[src/rtl/eq_pkg.sv]
// Shared types and defaults for the equaliser MAC scheduler.
package eq_pkg;

   typedef enum logic [2:0] {
      S_IDLE,
      S_START,
      S_WAIT_SEQ,
      S_RUN,
      S_DONE
   } sched_state_t;

   localparam int DFLT_TAPS   = 1021;
   localparam int DFLT_TO_CYC = 8;

endpackage

[src/rtl/seq_watchdog.sv]
// Cycle watchdog: counts cycles since a readout start and flags expiry after TO_CYC.
module seq_watchdog #(
   parameter int TO_CYC = 8
) (
   input  logic clk,
   input  logic rst,
   input  logic clr,
   input  logic en,
   output logic expire
);

   localparam int CW = $clog2(TO_CYC + 1);
   localparam logic [CW-1:0] LIMIT = CW'(TO_CYC - 1);

   logic [CW-1:0] count;

   // The clearing cycle (q_start) is itself the first cycle of the window.
   always_ff @(posedge clk) begin
      if (rst)
         count <= '0;
      else if (clr)
         count <= CW'(1);
      else if (en && count < LIMIT)
         count <= count + CW'(1);
   end

   assign expire = en && (count >= LIMIT);

endmodule

[src/rtl/eq_seq_sched.sv]
// Shares one FIR MAC between NUM_CH sample queues, sequencing each readout in turn.
// Optional build macro SEQ_LEN_CHK_EN adds the sticky err_len output.
module eq_seq_sched
   import eq_pkg::*;
#(
   parameter int NUM_CH   = 2,
   parameter int TAPS     = DFLT_TAPS,
   parameter int COEFF_AW = 10,
   parameter int TO_CYC   = DFLT_TO_CYC,
   localparam int CH_W    = $clog2(NUM_CH) + 1
) (
   input  logic                clk,
   input  logic                rst,
   input  logic                wrt_smpl,
   input  logic [NUM_CH-1:0]   seq_in,
   input  logic                ovr_clr,
   output logic [NUM_CH-1:0]   q_start,
   output logic [CH_W-1:0]     ch_sel,
   output logic [COEFF_AW-1:0] coeff_addr,
   output logic                mac_clr,
   output logic                mac_en,
   output logic                rslt_vld,
   output logic [CH_W-1:0]     rslt_ch,
   output logic                busy,
   output logic                overrun,
   output logic                err_timeout
`ifdef SEQ_LEN_CHK_EN
   ,
   output logic                err_len
`endif
);

   localparam logic [CH_W-1:0]     LAST_CH  = CH_W'(NUM_CH - 1);
   localparam logic [COEFF_AW-1:0] ADDR_MAX = '1;

   sched_state_t state, state_nxt;
   logic         seq_cur;
   logic         wd_expire;
   logic         timeout_now;
   logic         ch_to;

   always_comb begin
      seq_cur = 1'b0;
      for (int i = 0; i < NUM_CH; i++)
         if (ch_sel == CH_W'(i))
            seq_cur = seq_in[i];
   end

   assign timeout_now = (state == S_WAIT_SEQ) && !seq_cur && wd_expire;
   assign busy        = (state != S_IDLE);

   seq_watchdog #(
      .TO_CYC (TO_CYC)
   ) u_watchdog (
      .clk    (clk),
      .rst    (rst),
      .clr    (state == S_START),
      .en     (state == S_WAIT_SEQ),
      .expire (wd_expire)
   );

   always_ff @(posedge clk) begin
      if (rst)
         state <= S_IDLE;
      else
         state <= state_nxt;
   end

   always_comb begin
      state_nxt = state;
      q_start   = '0;
      mac_clr   = 1'b0;
      mac_en    = 1'b0;
      rslt_vld  = 1'b0;
      case (state)
         S_IDLE: begin
            if (wrt_smpl)
               state_nxt = S_START;
         end
         S_START: begin
            for (int i = 0; i < NUM_CH; i++)
               q_start[i] = (ch_sel == CH_W'(i));
            mac_clr   = 1'b1;
            state_nxt = S_WAIT_SEQ;
         end
         S_WAIT_SEQ: begin
            mac_en = seq_cur;
            if (seq_cur)
               state_nxt = S_RUN;
            else if (wd_expire)
               state_nxt = S_DONE;
         end
         S_RUN: begin
            mac_en = seq_cur;
            if (!seq_cur)
               state_nxt = S_DONE;
         end
         S_DONE: begin
            rslt_vld  = !ch_to;
            state_nxt = (ch_sel < LAST_CH) ? S_START : S_IDLE;
         end
         default: state_nxt = S_IDLE;
      endcase
   end

   // Channel pointer, coefficient address and sticky status flags.
   always_ff @(posedge clk) begin
      if (rst) begin
         ch_sel      <= '0;
         coeff_addr  <= '0;
         rslt_ch     <= '0;
         ch_to       <= 1'b0;
         overrun     <= 1'b0;
         err_timeout <= 1'b0;
      end else begin
         if (state == S_IDLE && wrt_smpl)
            ch_sel <= '0;
         else if (state == S_DONE && ch_sel < LAST_CH)
            ch_sel <= ch_sel + CH_W'(1);

         if (state == S_START)
            coeff_addr <= '0;
         else if (mac_en && coeff_addr != ADDR_MAX)
            coeff_addr <= coeff_addr + COEFF_AW'(1);

         if (state == S_RUN && !seq_cur)
            rslt_ch <= ch_sel;

         if (state == S_START)
            ch_to <= 1'b0;
         else if (timeout_now)
            ch_to <= 1'b1;

         if (timeout_now)
            err_timeout <= 1'b1;

         if (busy && wrt_smpl)
            overrun <= 1'b1;
         else if (ovr_clr)
            overrun <= 1'b0;
      end
   end

`ifdef SEQ_LEN_CHK_EN
   localparam int LEN_W = $clog2(TAPS + 2);
   localparam logic [LEN_W-1:0] LEN_SAT = LEN_W'(TAPS + 1);

   logic [LEN_W-1:0] len_cnt;

   // Separate from coeff_addr because that one saturates below a possible overlength.
   always_ff @(posedge clk) begin
      if (rst) begin
         len_cnt <= '0;
         err_len <= 1'b0;
      end else begin
         if (state == S_START)
            len_cnt <= '0;
         else if (mac_en && len_cnt != LEN_SAT)
            len_cnt <= len_cnt + LEN_W'(1);

         if (state == S_DONE && len_cnt != LEN_W'(TAPS))
            err_len <= 1'b1;
      end
   end
`endif

endmodule

[config.mk]
export PLATFORM = sky130hd
export DESIGN_NAME = eq_seq_sched
export DESIGN_NICKNAME = d
export VERILOG_FILES = /design/src/rtl/eq_pkg.sv /design/src/rtl/seq_watchdog.sv /design/src/rtl/eq_seq_sched.sv
export SDC_FILE = /design/constraint.sdc
export NUM_CORES = 1
export LEC_CHECK = 0
export ABC_AREA = 1
export ABC_CLOCK_PERIOD_IN_PS = 3230
export CAP_MARGIN = 20
export CORE_MARGIN = 4
export CORE_UTILIZATION = 54
export CTS_CLUSTER_DIAMETER = 40
export CTS_CLUSTER_SIZE = 8
export DETAILED_ROUTE_END_ITERATION = 10
export HOLD_SLACK_MARGIN = 0.02
export PLACE_DENSITY = 0.82
export SLEW_MARGIN = 20
export SYNTH_ARGS = -nofsm -noshare
export SYNTH_HDL_FRONTEND = slang
export SYNTH_SLANG_ARGS = --single-unit
[constraint.sdc]
create_clock -name clk -period 3.23 [get_ports clk]
set_input_delay 0.4845 -clock clk [delete_from_list [all_inputs] [get_ports clk]]
set_output_delay 0.4845 -clock clk [all_outputs]
set_load 0.02 [all_outputs]
======== Yosys cells after proc, flatten, opt, wreduce, memory -nomap -nowiden ========
Index checks and enable logic that the tools add are counted.
operators by class
  muxes and demuxes ....................... 16
  $lt $le $gt $ge ......................... 3
  equal/unequal tests ..................... 9
  reduce and logical (&&, ||, !) cells .... 20
  add/sub/neg operators ................... 3
operators with widths
  kind                     number
  $pmux W3 S5              1
  $mux W3                  4
  $add A10 B1 Y10 const B  1
  $mux W1                  10
  $ne A10 B10 Y1 const B   1
  $logic_and A1 B1 Y1      9
  $eq A3 B2 Y1 const B     2
  $reduce_or A2 Y1         3
  $add A4 B1 Y4 const B    1
  $ge A4 B3 Y1 const B     1
  $lt A4 B3 Y1 const B     1
  $ne A2 B2 Y1 const B     2
  $reduce_bool A2 Y1       2
  $eq A3 B1 Y1 const B     1
  $eq A3 B3 Y1 const B     1
  $logic_not A3 Y1         1
  $ne A3 B3 Y1 const B     1
  $reduce_and A3 Y1        1
  $reduce_bool A3 Y1       1
  $add A2 B1 Y2 const B    1
  $eq A2 B1 Y1 const B     1
  $logic_not A1 Y1         2
  $logic_not A2 Y1         1
  $lt A2 B1 Y1 const B     1
  $mux W2                  1
word-level totals
  output and inout port bits .............. 22
  input bits .............................. 6
  bits in registers ....................... 24

======== Depth between registers and ports, before layout ========
Gate-level depths: netlist (run 1).
  word-level depth ........................ 6
  depth in mapped cells ................... 10
  gate-level depth less buffers ........... 10

======== Cells and area by module ========
Synthesis (run 1) repeated with hierarchy kept, for this count alone.
unflattened totals
  cell total of the unflattened synthesis .. 194
  area total of the unflattened synthesis .. 1301.2 um2
modules (own cells, without submodules)
  module        area an instance (um2)  cells each  times used
  eq_seq_sched  1089.8                  163         1
  seq_watchdog  211.5                   31          1

======== Worst setup path after synthesis (run 1) ========
No wires, ideal clock.
  path kind ............................... reg2out
  from .................................... register ch_sel[1]
  to ...................................... output port mac_en
  setup slack ............................. 1.552 ns
  required time ........................... 2.745 ns
  data arrival time ....................... 1.193 ns
  stages on the path, launching flop included .. 8
  cells stage by stage .................... dfxtp_1 -> inv_1 -> ha_1 -> inv_1 -> nand3_1 -> nand2_2 -> nand2_2 -> inv_2
on the way
  word-level cells in the longest chain between the ends .. 4
  elaborated cells between the ends (all ways) .. 5
RTL lines
  what                    line                 source
  from (decl)             eq_seq_sched.sv:18   output logic [CH_W-1:0] ch_sel,
  from (signal assigned)  eq_seq_sched.sv:119  ch_sel <= ch_sel + CH_W'(1);
  $logic_not A2 Y1        eq_seq_sched.sv:45   if (ch_sel == CH_W'(i))
  $mux W1                 eq_seq_sched.sv:45
  $mux W1 (*)             eq_seq_sched.sv:45
  $mux W1 (*)             eq_seq_sched.sv:75   case (state)
  to (decl)               eq_seq_sched.sv:21   output logic mac_en,
Mark *: on every way between the ends. The rest lies on a longest branch, timed or not.

======== Worst setup path in the final report (run 1) ========
Ends and elaborated chain as after synthesis.

==> results of run 1 <==
## final cells by class
type / count / area share, %
inverters: 28 / 6.29
repair buffers: 27 / 16.2
multi-input cells: 139 / 44.5
clock buffers: 4 / 2.17
well taps: 28 / 2.10
flip-flops and latches: 24 / 28.7
## worst max-delay path: cells and delay by family, from the launching register on
kind,cells,cell delay [ns]
buffers and inverters,4,0.88
adder cells (fa/ha/maj),1,0.21
flip-flops,1,0.37
AND/OR/NAND/NOR,3,0.28
## where the power goes
part / total, mW / internal [mW] / switching, mW
Sequential: 0.366 / 0.330 / 0.0360
Clock: 0.166 / 0.0691 / 0.0968
Combinational: 0.412 / 0.152 / 0.260
Total: 0.945 / 0.551 / 0.393
## cell usage after synthesis, types with 2 or more instances
master	n	area [um2]
sky130_fd_sc_hd__a21oi_1	11	55.1
sky130_fd_sc_hd__a21oi_2	7	61.3
sky130_fd_sc_hd__a31oi_1	2	12.5
sky130_fd_sc_hd__dfxtp_1	24	480
sky130_fd_sc_hd__ha_1	4	50.1
sky130_fd_sc_hd__inv_1	25	93.8
sky130_fd_sc_hd__inv_2	3	11.3
sky130_fd_sc_hd__nand2_1	51	191
sky130_fd_sc_hd__nand2_2	3	18.8
sky130_fd_sc_hd__nand3_1	14	70.1
sky130_fd_sc_hd__nand3_2	2	20.0
sky130_fd_sc_hd__nand3b_1	2	15.0
sky130_fd_sc_hd__nand4_1	3	18.8
sky130_fd_sc_hd__nor2_1	22	82.6
sky130_fd_sc_hd__nor2_4	2	22.5
sky130_fd_sc_hd__nor3_1	2	10.0
sky130_fd_sc_hd__o21ai_0	3	15.0
sky130_fd_sc_hd__xor2_1	4	35.0
## layer usage
metal	wire length (um)	vias up	global-route usage [%]
met4	36	0	9.93
met2	1410	34	31.5
li1	-	674	-
met3	141	6	4.01
met5	0	-	0
met1	1410	596	25.2
## sequential cells by signal (all words and copies together), names as in the netlist
name / flops
coeff_addr: 10
u_watchdog.count: 4
state: 3
ch_sel: 2
rslt_ch: 2
ch_to: 1
err_timeout: 1
overrun: 1
## worst min-delay path by stage
stage,start,to,slack (ns),cells past startpoint
6_report,ch_to,ch_to,0.47,2
5_1_grt,rslt_ch[0],rslt_ch[0],0.50,2
4_1_cts,ch_to,ch_to,0.47,2
3_5_place_dp,ch_to,ch_to,0.45,2
3_3_place_gp,err_timeout,err_timeout,0.44,2
2_1_floorplan,ch_to,ch_to,0.43,2
## logic make-up (layout without fill, tap and decap cells)
| kind of cell | count (synthesis) | in the layout | share of synthesized area (%) |
|---|---|---|---|
| compound gates | 25 | 25 | 11.7 |
| simple gates | 106 | 106 | 37.5 |
| fa+ha+maj | 4 | 4 | 3.73 |
| flops | 24 | 24 | 35.8 |
| xor+xnor | 4 | 4 | 2.61 |
| buf+inv | 30 | 59 | 8.68 |
==> out/results.md, run 1 <==
## Status
- run status: complete, no violations

## Clock tree
- clock latency on the worst-skew pair: 0.33 ns
- Post-CTS Hold Fix Bufs: 0
- clock tree from TritonCTS: yes
- sinks on the clock net: 24
- number of clock buffers inserted by TritonCTS: 3
- CTS Root Cell: sky130_fd_sc_hd__clkbuf_4
- maximum root-to-sink buffer count: 2
- H-tree level count: 1
- post-CTS setup buffers: 0
- post-cts resize count: 0
- Clk pin slew, worst setup/hold paths: 0.13 ns

## Synthesis
- asr flop ratio synth: 0%
- Synth cell types: 27
- yosys synthesis warning count: 0
- Yosys reg bits: 24
- number of enable-type register cells in the synthesized netlist: 0
- most used flip-flop cell after synthesis: sky130_fd_sc_hd__dfxtp_1
- synthesized instance count: 193
- sequential element share of the synthesized area: 35.8%
- Post-Synthesis Mean Instance Area: 6.95 um2
- Net Count, Synth: 203
- post-synthesis instance area: 1340 um2

## Flow run
- number of max-cap violations: 0

## STA
- slew of the pin with the lowest slew margin: 0.608 ns
- number of failing hold endpoints at the final stage: 0
- skew final: 0.00512 ns
- ratio of final minimum period to clock period: 79.4%
- RSZ-0062 raised after global routing: no
- Final min period: 2.56 ns
- final setup margin: 0.665 ns
- WHS: 0.470 ns
- max frequency: 390 MHz
- # setup viols final: 0
- Slew Limit Fails: 0
- Relative slew margins: 59.4%
- TNS Setup: 0 ns

## Cells and area
- commonest non-fill, non-tap cell in the layout: sky130_fd_sc_hd__nand2_1
- multi-input logic area: 744 um2
- footprint of the flip-flops and latches: 480 um2
- leading cell types in the layout, fill and taps excluded: sky130_fd_sc_hd__nand2_1 (51), sky130_fd_sc_hd__clkdlybuf4s50_1 (27), sky130_fd_sc_hd__inv_1 (25)
- Final Net Count: 233
- synth-to-layout area growth: 24.6%
- post-route non-filler standard cell count: 250
- number of fillers in the final layout: 197
- final design area excluding fillers: 1670 um2
- final core area utilization: 72.8%
- ant diodes: 0
- share of layout cells above drive strength 1: 11.3%

## Floorplan
- I/O pin total: 28
- Initial Utilization: 58.4%
- width of the die: 57.8 um
- standard cell core area: 2300 um2
- Die Y-Extent: 57.8 um
- die outline area: 3350 um2
- standard-cell row count: 17

## Power
- leakage power summed over all cells: 0.690 nW
- maximum vdd drop: 0.000483 V
- PwrDens: 565 nW/um2
- Power Total: 945 uW

## Global routing
- antenna violations before repair: 0
- number of global-route vias before repair: 1211
- global routing usage summed across all routing layers: 19.8%
- remaining global-route overflow: 0
- maximum number of pins on one net before global-route repair: 14
- global-route wire length before repair: 5240 um

## Routing
- Vias per Instance: 5.24
- total vias in the final route: 1310
- total DRC errors in the routed layout: 0
- WL/cell: 12.0 um
- antenna violation net count after detailed routing: 0
- number of iterations in the first detailed-routing pass: 4
- post-detailed-routing wire length: 3000 um
- violation count after the first detailed-route iteration: 66

## Critical path
- cells along the critical path: inv_1 -> ha_1 -> inv_1 -> nand3_1 -> nand2_2 -> nand2_2 -> inv_2 -> clkdlybuf4s50_1
- data required time at the worst endpoint: 2.75 ns
- endpoint arrival time on the critical path: 2.08 ns
- endpoint of the worst register-to-register path: coeff_addr[0]
- setup slack of the worst register-to-register path: 1.61 ns
- worst setup path startpoint: ch_sel[1]
- FF-to-FF Start: ch_sel[1]
- sort of element at the start of the critical path: flop
- worst setup path endpoint: mac_en
- Critical Path Slowest Stage Cell: sky130_fd_sc_hd__clkdlybuf4s50_1
- WS Path Type: reg -> out
- longest individual stage delay on the worst path: 0.61 ns
- depth of the worst register-to-register path: 9
- sort of element at the end of the critical path: output port
- critical-path maximum fanout: 5

## Placed design
- estimated wirelength of the detail-placed design: 2280 um
- worst setup slack before clock tree synthesis: 0.764 ns
- # port buffers: 27
- total placed cells including tap cells: 246
- routability congestion estimate from global placement: 0.826
- instance area after placement: 1640 um2

## Min path
- type of the worst min-delay path: reg -> reg

(Power assumes the default switching activity.)
==> run 2, diff against run 1 <==
--- a/config.mk
+++ b/config.mk
@@ -6,15 +6,15 @@
 export NUM_CORES = 1
 export LEC_CHECK = 0
 export ABC_AREA = 1
-export ABC_CLOCK_PERIOD_IN_PS = 3230
+export ABC_CLOCK_PERIOD_IN_PS = 2200
 export CAP_MARGIN = 20
 export CORE_MARGIN = 4
-export CORE_UTILIZATION = 54
+export CORE_UTILIZATION = 45
 export CTS_CLUSTER_DIAMETER = 40
 export CTS_CLUSTER_SIZE = 8
 export DETAILED_ROUTE_END_ITERATION = 10
 export HOLD_SLACK_MARGIN = 0.02
-export PLACE_DENSITY = 0.82
+export PLACE_DENSITY = 0.73
 export SLEW_MARGIN = 20
 export SYNTH_ARGS = -nofsm -noshare
 export SYNTH_HDL_FRONTEND = slang
==> constraint.sdc (replaced) <==
create_clock -name clk -period 2.2 [get_ports clk]
set_input_delay 0.33 -clock clk [delete_from_list [all_inputs] [get_ports clk]]
set_output_delay 0.33 -clock clk [all_outputs]
set_load 0.02 [all_outputs]
==> run 2 against run 1 <==
Effect of this change:
- count of clock-buffer cells in the layout unchanged
- routed wire length increased by 1.3%
- cell count increased by 2.4%
- highest routed layer unchanged
- largest cell class unchanged
- total power up 48%
==> out/results.md, run 2 (synthesis gave the netlist of run 1 again) <==
## Cells and area
- multi-input logic area: 744 um2
- largest reg by FF count: coeff_addr
- footprint of the flip-flops and latches: 482 um2
- Final Net Count: 236
- post-route non-filler standard cell count: 256
- leading registers by flop count: coeff_addr x10, u_watchdog.count x4, state x3
- number of fillers in the final layout: 280
- synth-to-layout area growth: 27.1%
- max FFs per register: 10
- commonest non-fill, non-tap cell in the layout: sky130_fd_sc_hd__nand2_1
- leading cell types in the layout, fill and taps excluded: sky130_fd_sc_hd__nand2_1 (51), sky130_fd_sc_hd__inv_1 (25), sky130_fd_sc_hd__clkdlybuf4s50_1 (24)
- share of layout cells above drive strength 1: 12.9%
- ant diodes: 0

## Power
- maximum vdd drop: 0.000548 V
- PwrDens: 821 nW/um2
- leakage power summed over all cells: 0.739 nW

## Clock tree
- CTS Root Cell: sky130_fd_sc_hd__clkbuf_4
- Clk pin slew, worst setup/hold paths: 0.14 ns
- clock tree from TritonCTS: yes
- H-tree level count: 1
- number of clock buffers inserted by TritonCTS: 3
- clock latency on the worst-skew pair: 0.32 ns
- maximum root-to-sink buffer count: 2
- sinks on the clock net: 24
- post-CTS setup buffers: 0

## Placed design
- estimated wirelength of the detail-placed design: 2370 um
- routability congestion estimate from global placement: 0.824
- # port buffers: 27
- total placed cells including tap cells: 252

## Min path
- hold path startpoint: err_timeout
- Worst Hold Path EP: err_timeout
- type of the worst min-delay path: reg -> reg
- hold path cells: 2

## Critical path
- endpoint arrival time on the critical path: 1.74 ns
- sort of element at the start of the critical path: flop
- endpoint of the worst register-to-register path: coeff_addr[8]
- data required time at the worst endpoint: 1.87 ns
- setup slack of the worst register-to-register path: 0.60 ns
- WS Path Type: reg -> out
- Critical Path Slowest Stage Cell: sky130_fd_sc_hd__clkdlybuf4s50_1
- critical-path maximum fanout: 5
- longest individual stage delay on the worst path: 0.61 ns
- cells along the critical path: inv_2 -> nand3_2 -> inv_1 -> clkdlybuf4s50_1
- depth of the worst register-to-register path: 9
- FF-to-FF Start: ch_sel[1]
- sort of element at the end of the critical path: output port

## Floorplan
- I/O pin total: 28
- width of the die: 62.6 um
- Die Y-Extent: 62.6 um
- Initial Utilization: 47.8%
- standard-cell row count: 19
- standard cell core area: 2810 um2
- die outline area: 3920 um2

## Routing
- Vias per Instance: 5.11
- WL/cell: 11.9 um
- violation count after the first detailed-route iteration: 97
- number of iterations in the first detailed-routing pass: 4
- total vias in the final route: 1307
- total DRC errors in the routed layout: 0
- post-detailed-routing wire length: 3040 um
- antenna violation net count after detailed routing: 0

## Status
- run status: complete, no violations

## STA
- number of failing hold endpoints at the final stage: 0
- Slew Limit Fails: 0
- ratio of final minimum period to clock period: 93.9%
- max frequency: 484 MHz
- TNS Setup: 0 ns
- slew of the pin with the lowest slew margin: 0.329 ns
- RSZ-0062 raised after global routing: no
- # setup viols final: 0
- Final min period: 2.07 ns
- skew final: 0.00109 ns
- WHS: 0.467 ns
- Relative slew margins: 78.0%

## Global routing
- maximum number of pins on one net before global-route repair: 14
- antenna violations before repair: 0
- global routing usage summed across all routing layers: 17.0%
- global-route wire length before repair: 5650 um
- remaining global-route overflow: 0
- number of global-route vias before repair: 1269

## Flow run
- number of max-cap violations: 0

==> run 2: cell count changes in the layout (fill, tap and decap cells not counted), sizes merged <==
cell / previous run / this run
buf: 0 / 3
clkdlybuf4s50: 27 / 24
dlymetal6s2s: 0 / 2
clkdlybuf4s15: 0 / 1
==> run 2: per-layer routing <==
layer	share of wire (%)	GRT usage, %	wire length (um)
met5	0	0	0
met4	0.82	3.86	25
met3	4.5	4.32	136
met2	48	27.3	1450
met1	47	22.9	1430
==> run 2: final cells by class <==
class | instances | area share (%)
Timing Repair Buffer | 30 | 17.5
Tap cell | 31 | 2.28
Multi-Input combinational cell | 139 | 43.7
Inverter | 28 | 6.17
Clock buffer | 4 | 2.13
Sequential cell | 24 | 28.3
==> run 2: through the flow <==
stage | setup slack [ns] | utilization [%] | total power, mW | instance area (um2)
after CTS | 0.0659 | 60.5 | 1.41 | 1700
after detailed placement | 0.119 | 59.2 | 1.17 | 1660
after global routing | 0.0314 | 60.7 | 1.51 | 1700
after floorplan | 0.636 | - | 0.941 | 1340
after global placement | 0.142 | 59.2 | 1.15 | 1660
final | 0.135 | 60.7 | 1.40 | 1700
==> run 2: repair_timing <==
action,CTS,global route
endpoints found under the setup margin,1,3
hold buffers,0,0
hold endpoints to repair,0,0
gates resized for setup,1,4
==> run 2: power by group <==
| group | switching (mW) | total [mW] | internal, mW | leakage, nW |
|---|---|---|---|---|
| registers | 0.0548 | 0.540 | 0.485 | 0.195 |
| clock network | 0.141 | 0.242 | 0.101 | 0.0210 |
| logic | 0.385 | 0.617 | 0.231 | 0.523 |
| total | 0.581 | 1.40 | 0.818 | 0.739 |
==> run 2: worst max-delay path by stage <==
| stage | cells after the start | to | startpoint |
|---|---|---|---|
| 6_report | 4 | mac_clr | state[2] |
| 4_1_cts | 3 | rslt_vld | state[2] |
| 5_1_grt | 8 | mac_en | ch_sel[1] |
| 3_3_place_gp | 6 | mac_en | seq_in[0] |
| 3_5_place_dp | 6 | mac_en | seq_in[0] |
| 2_1_floorplan | 10 | coeff_addr[1] | ch_sel[1] |
==> run 2: worst max-delay path: cells and delay by family, from the launching register on <==
family,cells,cell delay (ns)
buf+inv,3,0.87
simple gates,1,0.15
flops,1,0.39
